File: config.mk
export PLATFORM = sky130hd
export DESIGN_NAME = apb_master
export DESIGN_NICKNAME = d
export VERILOG_FILES = /design/src/rtl/apb_master.sv
export SDC_FILE = /design/constraint.sdc
export NUM_CORES = 1
export LEC_CHECK = 0
export ABC_AREA = 1
export ABC_CLOCK_PERIOD_IN_PS = 3250
export BUFFER_PORTS_ARGS = -buffer_cell sky130_fd_sc_hd__buf_2
export CAP_MARGIN = 30
export CORE_MARGIN = 2
export CORE_UTILIZATION = 30
export CTS_CLUSTER_SIZE = 12
export DETAILED_ROUTE_END_ITERATION = 10
export SYNTH_ARGS = -nofsm -noshare
export SYNTH_HDL_FRONTEND = slang
export SYNTH_SLANG_ARGS = --single-unit
File: constraint.sdc
create_clock -name pclk -period 3.25 [get_ports pclk]
set_input_delay 0.325 -clock pclk [delete_from_list [all_inputs] [get_ports pclk]]
set_output_delay 0.325 -clock pclk [all_outputs]
set_load 0.03 [all_outputs]
File: src/rtl/apb_master.sv
// APB master: accepts one command at a time and runs it as a SETUP/ACCESS transfer.
// A transfer that waits too long is aborted and reported with rsp_err.
module apb_master #(
    parameter int ADDR_W  = 6,
    parameter int DATA_W  = 32,
    parameter int TIMEOUT = 16
) (
    input  logic              pclk,
    input  logic              prst,
    input  logic              cmd_valid,
    output logic              cmd_ready,
    input  logic              cmd_write,
    input  logic [ADDR_W-1:0] cmd_addr,
    input  logic [DATA_W-1:0] cmd_wdata,
    output logic              rsp_valid,
    output logic [DATA_W-1:0] rsp_rdata,
    output logic              rsp_err,
    output logic              psel,
    output logic              penable,
    output logic              pwrite,
    output logic [ADDR_W-1:0] paddr,
    output logic [DATA_W-1:0] pwdata,
    input  logic              pready,
    input  logic [DATA_W-1:0] prdata
);

    typedef enum logic [1:0] {IDLE, SETUP, ACCESS} state_t;

    localparam int CNT_W = (TIMEOUT > 1) ? $clog2(TIMEOUT + 1) : 1;
    localparam logic [CNT_W-1:0] CNT_MAX  = '1;
    localparam logic [CNT_W-1:0] CNT_LAST = (TIMEOUT > 0) ? CNT_W'(TIMEOUT - 1) : '0;

    state_t              state_q;
    logic [CNT_W-1:0]    wait_cnt_q;
    logic [CNT_W-1:0]    wait_cnt_d;
    logic                psel_q;
    logic                penable_q;
    logic                pwrite_q;
    logic [ADDR_W-1:0]   paddr_q;
    logic [DATA_W-1:0]   pwdata_q;
    logic                rsp_valid_q;
    logic                rsp_err_q;
    logic [DATA_W-1:0]   rsp_rdata_q;
    logic                timeout_hit;

    // Ready in IDLE, or on the completing ACCESS edge so back-to-back commands skip IDLE.
    assign cmd_ready = (state_q == IDLE) || ((state_q == ACCESS) && pready);

    // Counter never wraps, so a disabled timeout cannot fire spuriously.
    assign wait_cnt_d  = (wait_cnt_q == CNT_MAX) ? wait_cnt_q : wait_cnt_q + 1'b1;
    assign timeout_hit = (TIMEOUT > 0) && (wait_cnt_q == CNT_LAST);

    always_ff @(posedge pclk or negedge prst) begin
        if (!prst) begin
            state_q     <= IDLE;
            wait_cnt_q  <= '0;
            psel_q      <= 1'b0;
            penable_q   <= 1'b0;
            pwrite_q    <= 1'b0;
            paddr_q     <= '0;
            pwdata_q    <= '0;
            rsp_valid_q <= 1'b0;
            rsp_err_q   <= 1'b0;
            rsp_rdata_q <= '0;
        end else begin
            rsp_valid_q <= 1'b0;
            rsp_err_q   <= 1'b0;
            case (state_q)
                IDLE: begin
                    if (cmd_valid) begin
                        state_q    <= SETUP;
                        psel_q     <= 1'b1;
                        penable_q  <= 1'b0;
                        pwrite_q   <= cmd_write;
                        paddr_q    <= cmd_addr;
                        pwdata_q   <= cmd_wdata;
                        wait_cnt_q <= '0;
                    end
                end
                SETUP: begin
                    state_q   <= ACCESS;
                    penable_q <= 1'b1;
                end
                ACCESS: begin
                    if (pready) begin
                        rsp_valid_q <= 1'b1;
                        rsp_rdata_q <= pwrite_q ? '0 : prdata;
                        if (cmd_valid) begin
                            state_q    <= SETUP;
                            penable_q  <= 1'b0;
                            pwrite_q   <= cmd_write;
                            paddr_q    <= cmd_addr;
                            pwdata_q   <= cmd_wdata;
                            wait_cnt_q <= '0;
                        end else begin
                            state_q   <= IDLE;
                            psel_q    <= 1'b0;
                            penable_q <= 1'b0;
                        end
                    end else if (timeout_hit) begin
                        state_q     <= IDLE;
                        psel_q      <= 1'b0;
                        penable_q   <= 1'b0;
                        rsp_valid_q <= 1'b1;
                        rsp_err_q   <= 1'b1;
                        rsp_rdata_q <= '0;
                    end else begin
                        wait_cnt_q <= wait_cnt_d;
                    end
                end
                default: begin
                    state_q   <= IDLE;
                    psel_q    <= 1'b0;
                    penable_q <= 1'b0;
                end
            endcase
        end
    end

    assign psel      = psel_q;
    assign penable   = penable_q;
    assign pwrite    = pwrite_q;
    assign paddr     = paddr_q;
    assign pwdata    = pwdata_q;
    assign rsp_valid = rsp_valid_q;
    assign rsp_err   = rsp_err_q;
    assign rsp_rdata = rsp_rdata_q;

endmodule

==> flow_metrics.py, run 1 <==
metrics = {
    "outcome": {
        "status": "complete, no violations",
    },
    "sta": {
        "clock_skew_ns": 0.00831,
        "hold_viol": 0,
        "period_needed_ns": 2.05,
        "rsz0062_at_grt": "false",
        "finalSetupTns_ns": 0,
        "max_freq_mhz": 487,
        "maxSlewViolCount": 0,
        "relSlewSlack_pct": 30.1,
        "fin_ws_ns": 1.20,
        "fin_crit_sh_pct": 63.2,
        "setup-violations-final": 0,
        "worst_slew_pin_slew_ns": 1.05,
    },
    "floorplan": {
        "rows": 38,
        "fp.dieH_um": 109,
        "dieArea_um2": 11900,
        "start_util_pct": 30.6,
        "die_w_um": 109,
        "num_io_pins": 151,
        "coreArea_um2": 10800,
    },
    "critical_path": {
        "endpoint": "rsp_rdata[18]$_DFFE_PN0P_",
        "worstRegToRegCells": 4,
        "critPathLaunchType": "flip-flop",
        "r2r_slack_ns": 1.20,
        "cp-startpoint": "state_q[1]$_DFFE_PN0P_",
        "endpoint_kind": "flip-flop",
        "worstPathArrival_ns": 2.29,
        "crit_required_ns": 3.49,
        "regToRegStartpoint": "state_q[1]$_DFFE_PN0P_",
        "critical_path_class": "reg -> reg",
        "path_max_fanout": 32,
        "r2r_end": "rsp_rdata[18]$_DFFE_PN0P_",
    },
    "power_and_ir_drop": {
        "p_total_mw": 3.74,
        "combPwrFrac_pct": 38.9,
        "p_per_area_nw_per_um2": 847,
        "p_leak_nw": 2.55,
        "swShare_pct": 42.5,
        "ir_drop_mv": 0.317,
        "p_seq_share_pct": 40.0,
        "p_clk_share_pct": 21.1,
        "cellInternalPower_mw": 2.15,
        "p_switching_mw": 1.59,
    },
    "yosys": {
        "yosysTopAreaCellShare_pct": 61.4,
        "synth_nets": 455,
        "synth_top_cell_by_area": "dfrtp_1",
        "synth.most_common_cell": "nand2_1",
        "ys_types": 17,
        "synth_seq_cells": 81,
        "yosys_warnings": 0,
        "syn_area_per_cell_um2": 8.76,
        "yosysSeqAreaShare_pct": 61.4,
        "synth_top_flop_cell": "dfrtp_1",
        "yosys-top-cells-count": "nand2_1, dfrtp_1, o21ai_0",
        "synth_cells": 377,
        "ys_async_sr_fraction_pct": 100,
        "synth_edf_count": 0,
        "syn-cell-area_um2": 3300,
        "synthTopCellsByArea": "dfrtp_1, nand2_1, o21ai_0",
    },
    "detailed_routing": {
        "firstDrtPassIters": 5,
        "viasPerCell": 4.42,
        "finalWirelength_um": 8300,
        "ant_nets": 0,
        "initialDrtViolationCount": 124,
        "wl_per_cell_um": 12.4,
        "num_vias": 2962,
        "drc": 0,
    },
    "clocking": {
        "numCtsBuffers": 9,
        "path_clk_slew_ns": 0.08,
        "cts.path.max_buffers": 2,
        "postCtsSetupBuffers": 0,
        "clk_latency_ns": 0.35,
        "htreeDepth": 3,
        "cts_tree": "built",
        "numClockSinks": 81,
        "clockRootBuffer": "clkbuf_8",
    },
    "placed_design": {
        "place_ws_ns": 1.17,
        "place_hpwl_um": 5740,
        "port_buffers": 150,
        "globalplace.congestion": 0.771,
    },
    "flow_run": {
        "maxCapViolations": 0,
    },
    "hold_path": {
        "hp-class": "in -> reg",
    },
    "grt": {
        "grt_pass1_vias": 2895,
        "grt_pass1_wl_um": 13100,
        "gr-total-overflow": 0,
        "grt_max_degree": 71,
        "grt_use_total_pct": 14.3,
        "antenna_found_initial": 0,
    },
    "finish": {
        "area_delta_synth_final_pct": 33.7,
        "nets": 603,
        "antenna_cells": 0,
        "fill_cells": 1093,
        "drive_gt1_share_pct": 32.8,
    },
}
==> power by group through the flow <==
stage	combinational, mW	sequential (mW)	clock (mW)
floorplan	0.353	2.13	0
finish	1.45	1.50	0.791
detailed placement	1.48	1.52	0
CTS	1.47	1.50	0.822
global placement	1.44	1.51	0
global route	1.58	1.54	0.851
==> stage by stage <==
step / instance area (um^2) / utilization [%] / instances / hold slack [ns]
global route: 4420 / 40.9 / 670 / 0.163
floorplan: 3300 / - / 377 / 0.0294
detailed placement: 4200 / 38.9 / 653 / 0.192
global placement: 4170 / 38.6 / 652 / 0.456
finish: 4420 / 40.9 / 670 / 0.161
CTS: 4420 / 40.9 / 670 / 0.136
==> metal layers <==
layer | part of all wire [%] | track usage [%] | vias to the layer above | routed length [um]
li1 | - | - | 1466 | -
met1 | 44 | 17.3 | 1386 | 3610
met2 | 48 | 23.7 | 95 | 3990
met3 | 5.6 | 2.81 | 15 | 468
met4 | 2.7 | 8.06 | 0 | 226
met5 | 0 | 0 | - | 0
==> worst min path at each step <==
stage / depth (start not counted) / to / startpoint
after CTS: 3 / pwdata[18]$_DFFE_PN0P_ / cmd_wdata[18]
after detailed placement: 1 / rsp_rdata[20]$_DFFE_PN0P_ / prst
final: 3 / pwdata[18]$_DFFE_PN0P_ / cmd_wdata[18]
after global placement: 2 / psel$_DFFE_PN0P_ / psel$_DFFE_PN0P_
after global routing: 3 / pwdata[3]$_DFFE_PN0P_ / cmd_wdata[3]
after floorplan: 0 / paddr[0]$_DFFE_PN0P_ / prst
==> sequential cells by signal, indices dropped and copies added, names as in the netlist <==
signal and cells:
rsp_rdata 32, rsp_err 1, wait_cnt_q 5, pwdata 32, pwrite 1, psel 1
state_q 2, rsp_valid 1, paddr 6
==> cell families after synthesis <==
group                    share of synthesized area, %
AND/OR/NAND/NOR                                  18.0
flip-flops                                       61.4
AO/OA/AOI/OAI                                    11.8
buffers and inverters                            7.76
adder cells (fa/ha/maj)                          1.14
==> worst max-delay path, cell delays in order (launching register included) <==
cell and delay, ns:
dfrtp_1 0.45, inv_1 0.13, nor2_4 0.15, nand3_1 0.73, o21ai_0 0.47
==> cell type report <==
class | count | area [um^2] | share of cell area (%)
Clock buffer | 10 | 128 | 2.89
Clock inverter | 6 | 82.6 | 1.87
Inverter | 47 | 176 | 3.99
Multi-Input combinational cell | 232 | 1020 | 23.1
Sequential cell | 81 | 2030 | 45.9
Tap cell | 140 | 175 | 3.97
Timing Repair Buffer | 154 | 806 | 18.2
==> cell usage in the layout, fill, tap and decap left out, types with 2 or more instances in the layout <==
cell type,n
a21oi_1,6
nor2_1,9
dfrtp_1,81
nand3_1,6
o21ai_0,67
nand2_1,133
buf_2,149
inv_1,45
inv_2,2
ha_1,3
clkinv_2,3
clkbuf_8,9
bufinv_16,2
buf_4,3
nor3_1,3
==> timing repair <==
| action | in CTS | in global routing |
|---|---|---|
| hold endpoints to repair | 11 | 0 |
| hold buffers | 1 | 0 |
| resized for setup | 0 | 0 |
No activity file was read; power rests on OpenSTA's default activity.
==> run 2, diff against run 1 <==
- ABC_AREA: 1 -> 0
- ABC_CLOCK_PERIOD_IN_PS: 3250 -> 1900
- clock period: 3.25 -> 1.9 ns (I/O delays scaled with it)
==> run 2 against run 1 <==
- routed wire length fell by 19%
- worst setup slack got worse by 1.1 ns
- via count fell by 24%
- design area fell by 3.0%
- flip-flop and latch count did not move
- clock skew rose by 0.0019 ns
- cell count fell by 26%
- power rose by 69%
- non-clock buffer count rose by 4
- highest routed layer unchanged
==> flow_metrics.py, run 2 <==
metrics = {
    "critical_path": {
        "path_max_fanout": 3,
        "cpMaxStageDelayCell": "dfrtp_1",
        "r2r_slack_ns": 0.09,
        "cp-startpoint": "wait_cnt_q[0]$_DFFE_PN0P_",
        "regToRegStartpoint": "wait_cnt_q[0]$_DFFE_PN0P_",
        "critical_path_class": "reg -> reg",
        "critPathLaunchType": "flip-flop",
        "slowest_delay_ns": 0.41,
        "endpoint": "wait_cnt_q[3]$_DFFE_PN0P_",
        "cp.depth": 7,
        "crit_required_ns": 2.17,
        "critical_path_buf_inv_count": 0,
        "critical-path-top-delay-family": "simple AND/OR/NAND/NOR gates",
        "r2r_end": "wait_cnt_q[3]$_DFFE_PN0P_",
        "worstRegToRegCells": 7,
        "worstPathArrival_ns": 2.09,
        "endpoint_kind": "flip-flop",
        "crit_chain": "ha_1 > and3_4 > ha_2 > nor2_1 > nand4_1 > or4_1 > nand3_1",
    },
    "sta": {
        "clock_skew_ns": 0.0102,
        "rsz0062_at_grt": "false",
        "maxSlewViolCount": 0,
        "relSlewSlack_pct": 66.3,
        "max_freq_mhz": 552,
        "setup-violations-final": 0,
        "worst_slew_pin_slew_ns": 0.505,
        "period_needed_ns": 1.81,
        "finalSetupTns_ns": 0,
        "hold_viol": 0,
        "fin_crit_sh_pct": 95.4,
        "fin_ws_ns": 0.0880,
    },
    "floorplan": {
        "coreArea_um2": 10200,
        "num_io_pins": 151,
        "rows": 37,
        "start_util_pct": 30.7,
        "fp.dieH_um": 106,
        "dieArea_um2": 11300,
        "die_w_um": 106,
    },
    "outcome": {
        "status": "complete, no violations",
    },
    "yosys": {
        "yosys-top-cells-count": "dfrtp_1, mux2_2, a22o_1",
        "yosys_warnings": 0,
        "synth_cells": 202,
        "yosysSeqAreaShare_pct": 64.6,
        "yosysTopAreaCellShare_pct": 64.6,
        "synthTopCellsByArea": "dfrtp_1, mux2_2, a22o_1",
        "ys_async_sr_fraction_pct": 100,
        "synth_seq_cells": 81,
        "synth_top_flop_cell": "dfrtp_1",
        "synth.most_common_cell": "dfrtp_1",
        "ys_types": 27,
        "synth_nets": 280,
        "syn-cell-area_um2": 3140,
        "synth_top_cell_by_area": "dfrtp_1",
        "syn_area_per_cell_um2": 15.5,
        "synth_edf_count": 0,
    },
    "finish": {
        "drive_gt1_share_pct": 59.9,
        "layout_common_cells": "buf_2, dfrtp_1, mux2_2, a22o_1, clkbuf_8",
        "final_area_um2": 4280,
        "layout_commonest_cell": "buf_2",
        "finalCoreUtilization_pct": 41.9,
        "antenna_cells": 0,
        "nets": 437,
        "area_delta_synth_final_pct": 36.5,
    },
    "placed_design": {
        "globalplace.congestion": 0.689,
        "port_buffers": 150,
        "place_ws_ns": 0.0234,
        "place_hpwl_um": 4820,
        "place_area_um2": 4050,
    },
    "power_and_ir_drop": {
        "p_seq_share_pct": 40.3,
        "p_clk_share_pct": 20.7,
        "cellInternalPower_mw": 3.87,
        "p_switching_mw": 2.46,
        "swShare_pct": 38.8,
        "p_total_mw": 6.33,
        "combPwrFrac_pct": 39.0,
        "ir_drop_mv": 0.630,
        "p_leak_nw": 2.18,
        "p_per_area_nw_per_um2": 1480,
    },
    "clocking": {
        "clk_latency_ns": 0.34,
        "htreeDepth": 3,
        "cts_tree": "built",
        "cts.path.max_buffers": 2,
        "path_clk_slew_ns": 0.08,
        "postCtsSetupBuffers": 0,
        "numCtsBuffers": 9,
        "numClockSinks": 81,
        "clockRootBuffer": "clkbuf_8",
    },
    "grt": {
        "grt_max_degree": 44,
        "antenna_found_initial": 0,
        "grt_use_total_pct": 12.4,
        "grt_pass1_wl_um": 11000,
        "gr-total-overflow": 0,
        "grt_pass1_vias": 2252,
    },
    "detailed_routing": {
        "finalWirelength_um": 6720,
        "num_vias": 2243,
        "drc": 0,
        "wl_per_cell_um": 13.5,
        "firstDrtPassIters": 4,
        "initialDrtViolationCount": 60,
        "ant_nets": 0,
        "viasPerCell": 4.50,
    },
    "flow_run": {
        "maxCapViolations": 0,
    },
    "hold_path": {
        "hp-class": "in -> reg",
    },
}
## run 2: changes by cell type after synthesis, moves of 4 or more
| cell | delta |
|---|---|
| buf_6 | +8 |
| a22o_1 | +34 |
| nand2_1 | -130 |
| nand3_1 | -4 |
| a21oi_1 | -6 |
| buf_4 | -4 |
| nor2_1 | -5 |
| o21ai_0 | -66 |
| inv_1 | -41 |
| mux2_2 | +39 |
| clkbuf_1 | -12 |
## run 2: worst register-to-register path: cells and delay by family, from the launching register on
kind          cells  cell delay [ns]
flops             1             0.41
fa+ha+maj         2             0.41
simple gates      5             0.94
## run 2: through the flow
| stage | cells | hold slack [ns] |
|---|---|---|
| after floorplan | 202 | -0.106 |
| after global placement | 483 | 0.186 |
| after global routing | 498 | 0.0282 |
| final | 498 | 0.0592 |
| after CTS | 498 | 0.0340 |
| after detailed placement | 483 | 0.195 |
## run 2: kinds of logic (layout without fill, tap and decap cells)
group / Yosys count / count (layout) / synth area share, %
AOI/OAI and AO/OA: 38 / 38 / 10.3
adders and majority gates: 3 / 3 / 1.20
buffers and inverters: 16 / 176 / 3.99
DFF: 81 / 81 / 64.6
muxes: 41 / 41 / 14.7
and+or+nand+nor: 23 / 23 / 5.22
## run 2: cell type report
class,instances,area (um^2)
Inverter,4,15.0
Fill cell,972,5950
Clock inverter,4,70.1
Multi-Input combinational cell,105,1020
Tap cell,136,170
Clock buffer,10,128
Timing Repair Buffer,158,853
Sequential cell,81,2030
## run 2: what timing repair did
action	in CTS	in global routing
gates resized for setup	0	5
hold buffers	1	0
setup endpoints to repair	0	35
endpoints found under the hold margin	38	0
## run 2: worst min-delay path by stage
stage / from / endpoint / cells after the start / slack [ns]
after CTS: prdata[26] / rsp_rdata[26]$_DFFE_PN0P_ / 2 / 0.03
after detailed placement: prst / pwdata[29]$_DFFE_PN0P_ / 1 / 0.20
after global placement: prst / pwdata[29]$_DFFE_PN0P_ / 1 / 0.19
after floorplan: prst / paddr[0]$_DFFE_PN0P_ / 0 / -0.11
after global routing: prdata[29] / rsp_rdata[29]$_DFFE_PN0P_ / 2 / 0.03
final: prdata[26] / rsp_rdata[26]$_DFFE_PN0P_ / 2 / 0.06
## run 2: routing by layer
layer	global-route usage (%)	vias to the layer above	share of wire, %
met5	0	-	0
met4	3.38	0	0.52
met3	5.33	4	7.5
met2	18.6	89	47
met1	16.4	1101	45
li1	-	1049	-
## run 2: power groups by stage
| stage | sequential [mW] | combinational, mW | clock [mW] |
|---|---|---|---|
| floorplan | 3.61 | 0.670 | 0 |
| global placement | 2.57 | 2.47 | 0 |
| detailed placement | 2.58 | 2.50 | 0 |
| CTS | 2.56 | 2.50 | 1.38 |
| global route | 2.63 | 2.62 | 1.46 |
| finish | 2.55 | 2.47 | 1.31 |
==> run 3, diff against run 2 <==
- CTS_BUF_LIST: not set -> sky130_fd_sc_hd__clkbuf_4
==> run 3 against run 2 <==
- sequential power hardly changed
- cell count rose by 15%
- sequential share of layout area decreased by 6.4 points
- non-clock buffer count up 73
- register-to-register slack got worse by 0.02 ns
- flip-flop and latch count did not move
- clock power shrank 17%
- clock skew grew 0.0012 ns
- largest cell class unchanged
==> flow_metrics.py, run 3 (same netlist as run 2, synthesis figures left out) <==
metrics = {
    "sta": {
        "max_freq_mhz": 545,
        "relSlewSlack_pct": 65.9,
        "fin_ws_ns": 0.0650,
        "hold_viol": 0,
        "period_needed_ns": 1.84,
        "maxSlewViolCount": 0,
        "setup-violations-final": 0,
        "worst_slew_pin_slew_ns": 0.511,
        "clock_skew_ns": 0.0114,
        "finalHoldWorstSlack_ns": 0.0878,
        "fin_crit_sh_pct": 96.6,
        "finalSetupTns_ns": 0,
    },
    "finish": {
        "area_delta_synth_final_pct": 58.0,
        "antenna_cells": 0,
        "fill_cells": 894,
        "layout_common_cells": "buf_2, dfrtp_1, dlygate4sd3_1, mux2_2, a22o_1",
        "nets": 510,
        "finalCoreUtilization_pct": 48.5,
        "drive_gt1_share_pct": 50.6,
        "layout_commonest_cell": "buf_2",
    },
    "detailed_routing": {
        "firstDrtPassIters": 4,
        "finalWirelength_um": 7940,
        "ant_nets": 0,
        "viasPerCell": 4.47,
        "drc": 0,
        "wl_per_cell_um": 13.9,
        "num_vias": 2552,
        "initialDrtViolationCount": 86,
    },
    "hold_path": {
        "hp-class": "in -> reg",
        "min_from": "pready",
        "min_to": "state_q[1]$_DFFE_PN0P_",
        "whs_path_depth": 2,
    },
    "floorplan": {
        "start_util_pct": 30.7,
        "dieArea_um2": 11300,
        "fp.dieH_um": 106,
        "num_io_pins": 151,
        "coreArea_um2": 10200,
        "die_w_um": 106,
        "rows": 37,
    },
    "critical_path": {
        "critical_path_buf_inv_count": 0,
        "critical-path-top-delay-family": "simple AND/OR/NAND/NOR gates",
        "path_max_fanout": 3,
        "critPathLaunchType": "flip-flop",
        "cpMaxStageDelayCell": "dfrtp_1",
        "crit_required_ns": 2.24,
        "worstRegToRegCells": 7,
        "crit_chain": "ha_1 > and3_4 > ha_2 > nor2_1 > nand4_1 > or4_1 > nand3_1",
        "critical_path_class": "reg -> reg",
        "endpoint_kind": "flip-flop",
        "r2r_slack_ns": 0.06,
        "r2r_end": "wait_cnt_q[3]$_DFFE_PN0P_",
        "slowest_delay_ns": 0.42,
        "regToRegStartpoint": "wait_cnt_q[1]$_DFFE_PN0P_",
        "worstPathArrival_ns": 2.17,
    },
    "grt": {
        "grt_use_total_pct": 14.4,
        "antenna_found_initial": 0,
        "grt_pass1_wl_um": 12800,
        "grt_max_degree": 44,
        "gr-total-overflow": 0,
        "grt_pass1_vias": 2598,
    },
    "power_and_ir_drop": {
        "p_leak_nw": 2.47,
        "p_clk_share_pct": 17.4,
        "swShare_pct": 39.6,
        "combPwrFrac_pct": 41.8,
        "cellInternalPower_mw": 3.79,
        "p_seq_share_pct": 40.8,
        "ir_drop_mv": 0.646,
        "p_switching_mw": 2.48,
        "p_per_area_nw_per_um2": 1260,
    },
    "clocking": {
        "numClockSinks": 81,
        "cts_tree": "built",
        "clockRootBuffer": "clkbuf_4",
        "clk_latency_ns": 0.40,
        "path_clk_slew_ns": 0.11,
        "numCtsBuffers": 9,
        "cts.path.max_buffers": 2,
        "htreeDepth": 3,
    },
    "placed_design": {
        "place_ws_ns": 0.0234,
        "place_hpwl_um": 4820,
        "port_buffers": 150,
        "globalplace.congestion": 0.689,
    },
    "flow_run": {
        "maxCapViolations": 0,
    },
    "outcome": {
        "status": "complete, no violations",
    },
}
[run 3: changes by cell type in the layout (fill, tap and decap cells not counted)]
cell / change
buf_4: +2
clkbuf_1: -1
clkbuf_4: +10
clkbuf_8: -9
dlygate4sd3_1: +71
[run 3: power by group through the flow]
stage	clock [mW]	sequential, mW	combinational [mW]
after floorplan	0	3.61	0.670
after CTS	1.16	2.55	2.62
final	1.09	2.56	2.62
after detailed placement	0	2.58	2.50
after global placement	0	2.57	2.47
after global routing	1.23	2.63	2.78
[run 3: final cells by class]
cell class	instances	area, um^2	area share, %
clock buffers	10	75.1	1.51
repair buffers	231	1580	31.9
clock inverters	4	70.1	1.41
multi-input cells	105	1020	20.6
flip-flops and latches	81	2030	40.9
inverters	4	15.0	0.303
well taps	136	170	3.43
[run 3: what timing repair did]
item / in CTS / in global routing
gates resized for setup: 0 / 5
hold buffers: 72 / 0
pin swaps: 0 / 1
buffers inserted: 1 / 1
endpoints found under the hold margin: 109 / 0
endpoints found under the setup margin: 1 / 35
[run 3: worst max-delay path by stage]
stage / from / endpoint / cells past startpoint
2_1_floorplan: wait_cnt_q[0]$_DFFE_PN0P_ / wait_cnt_q[0]$_DFFE_PN0P_ / 6
3_3_place_gp: wait_cnt_q[0]$_DFFE_PN0P_ / wait_cnt_q[3]$_DFFE_PN0P_ / 7
3_5_place_dp: wait_cnt_q[0]$_DFFE_PN0P_ / wait_cnt_q[3]$_DFFE_PN0P_ / 7
4_1_cts: wait_cnt_q[1]$_DFFE_PN0P_ / wait_cnt_q[3]$_DFFE_PN0P_ / 7
5_1_grt: wait_cnt_q[1]$_DFFE_PN0P_ / wait_cnt_q[3]$_DFFE_PN0P_ / 7
6_report: wait_cnt_q[1]$_DFFE_PN0P_ / wait_cnt_q[3]$_DFFE_PN0P_ / 7
[run 3: stage by stage]
stage | total power, mW | cells | instance area, um^2
2_1_floorplan | 4.28 | 202 | 3140
3_3_place_gp | 5.04 | 483 | 4050
3_5_place_dp | 5.08 | 483 | 4050
4_1_cts | 6.33 | 570 | 4920
5_1_grt | 6.64 | 571 | 4960
6_report | 6.27 | 571 | 4960
[run 3: worst reg2reg max path: stages, from the launching register on]
cell	delay [ns]
dfrtp_1	0.42
ha_1	0.21
and3_4	0.20
ha_2	0.19
nor2_1	0.13
nand4_1	0.13
or4_1	0.41
nand3_1	0.09
[run 3: routing by layer]
| metal | share of wire, % | wire length (um) | track usage, % |
|---|---|---|---|
| met1 | 44 | 3470 | 18.4 |
| met2 | 49 | 3920 | 23.4 |
| met3 | 5.7 | 453 | 4.72 |
| met4 | 1.1 | 87 | 4.14 |
| met5 | 0 | 0 | 0 |
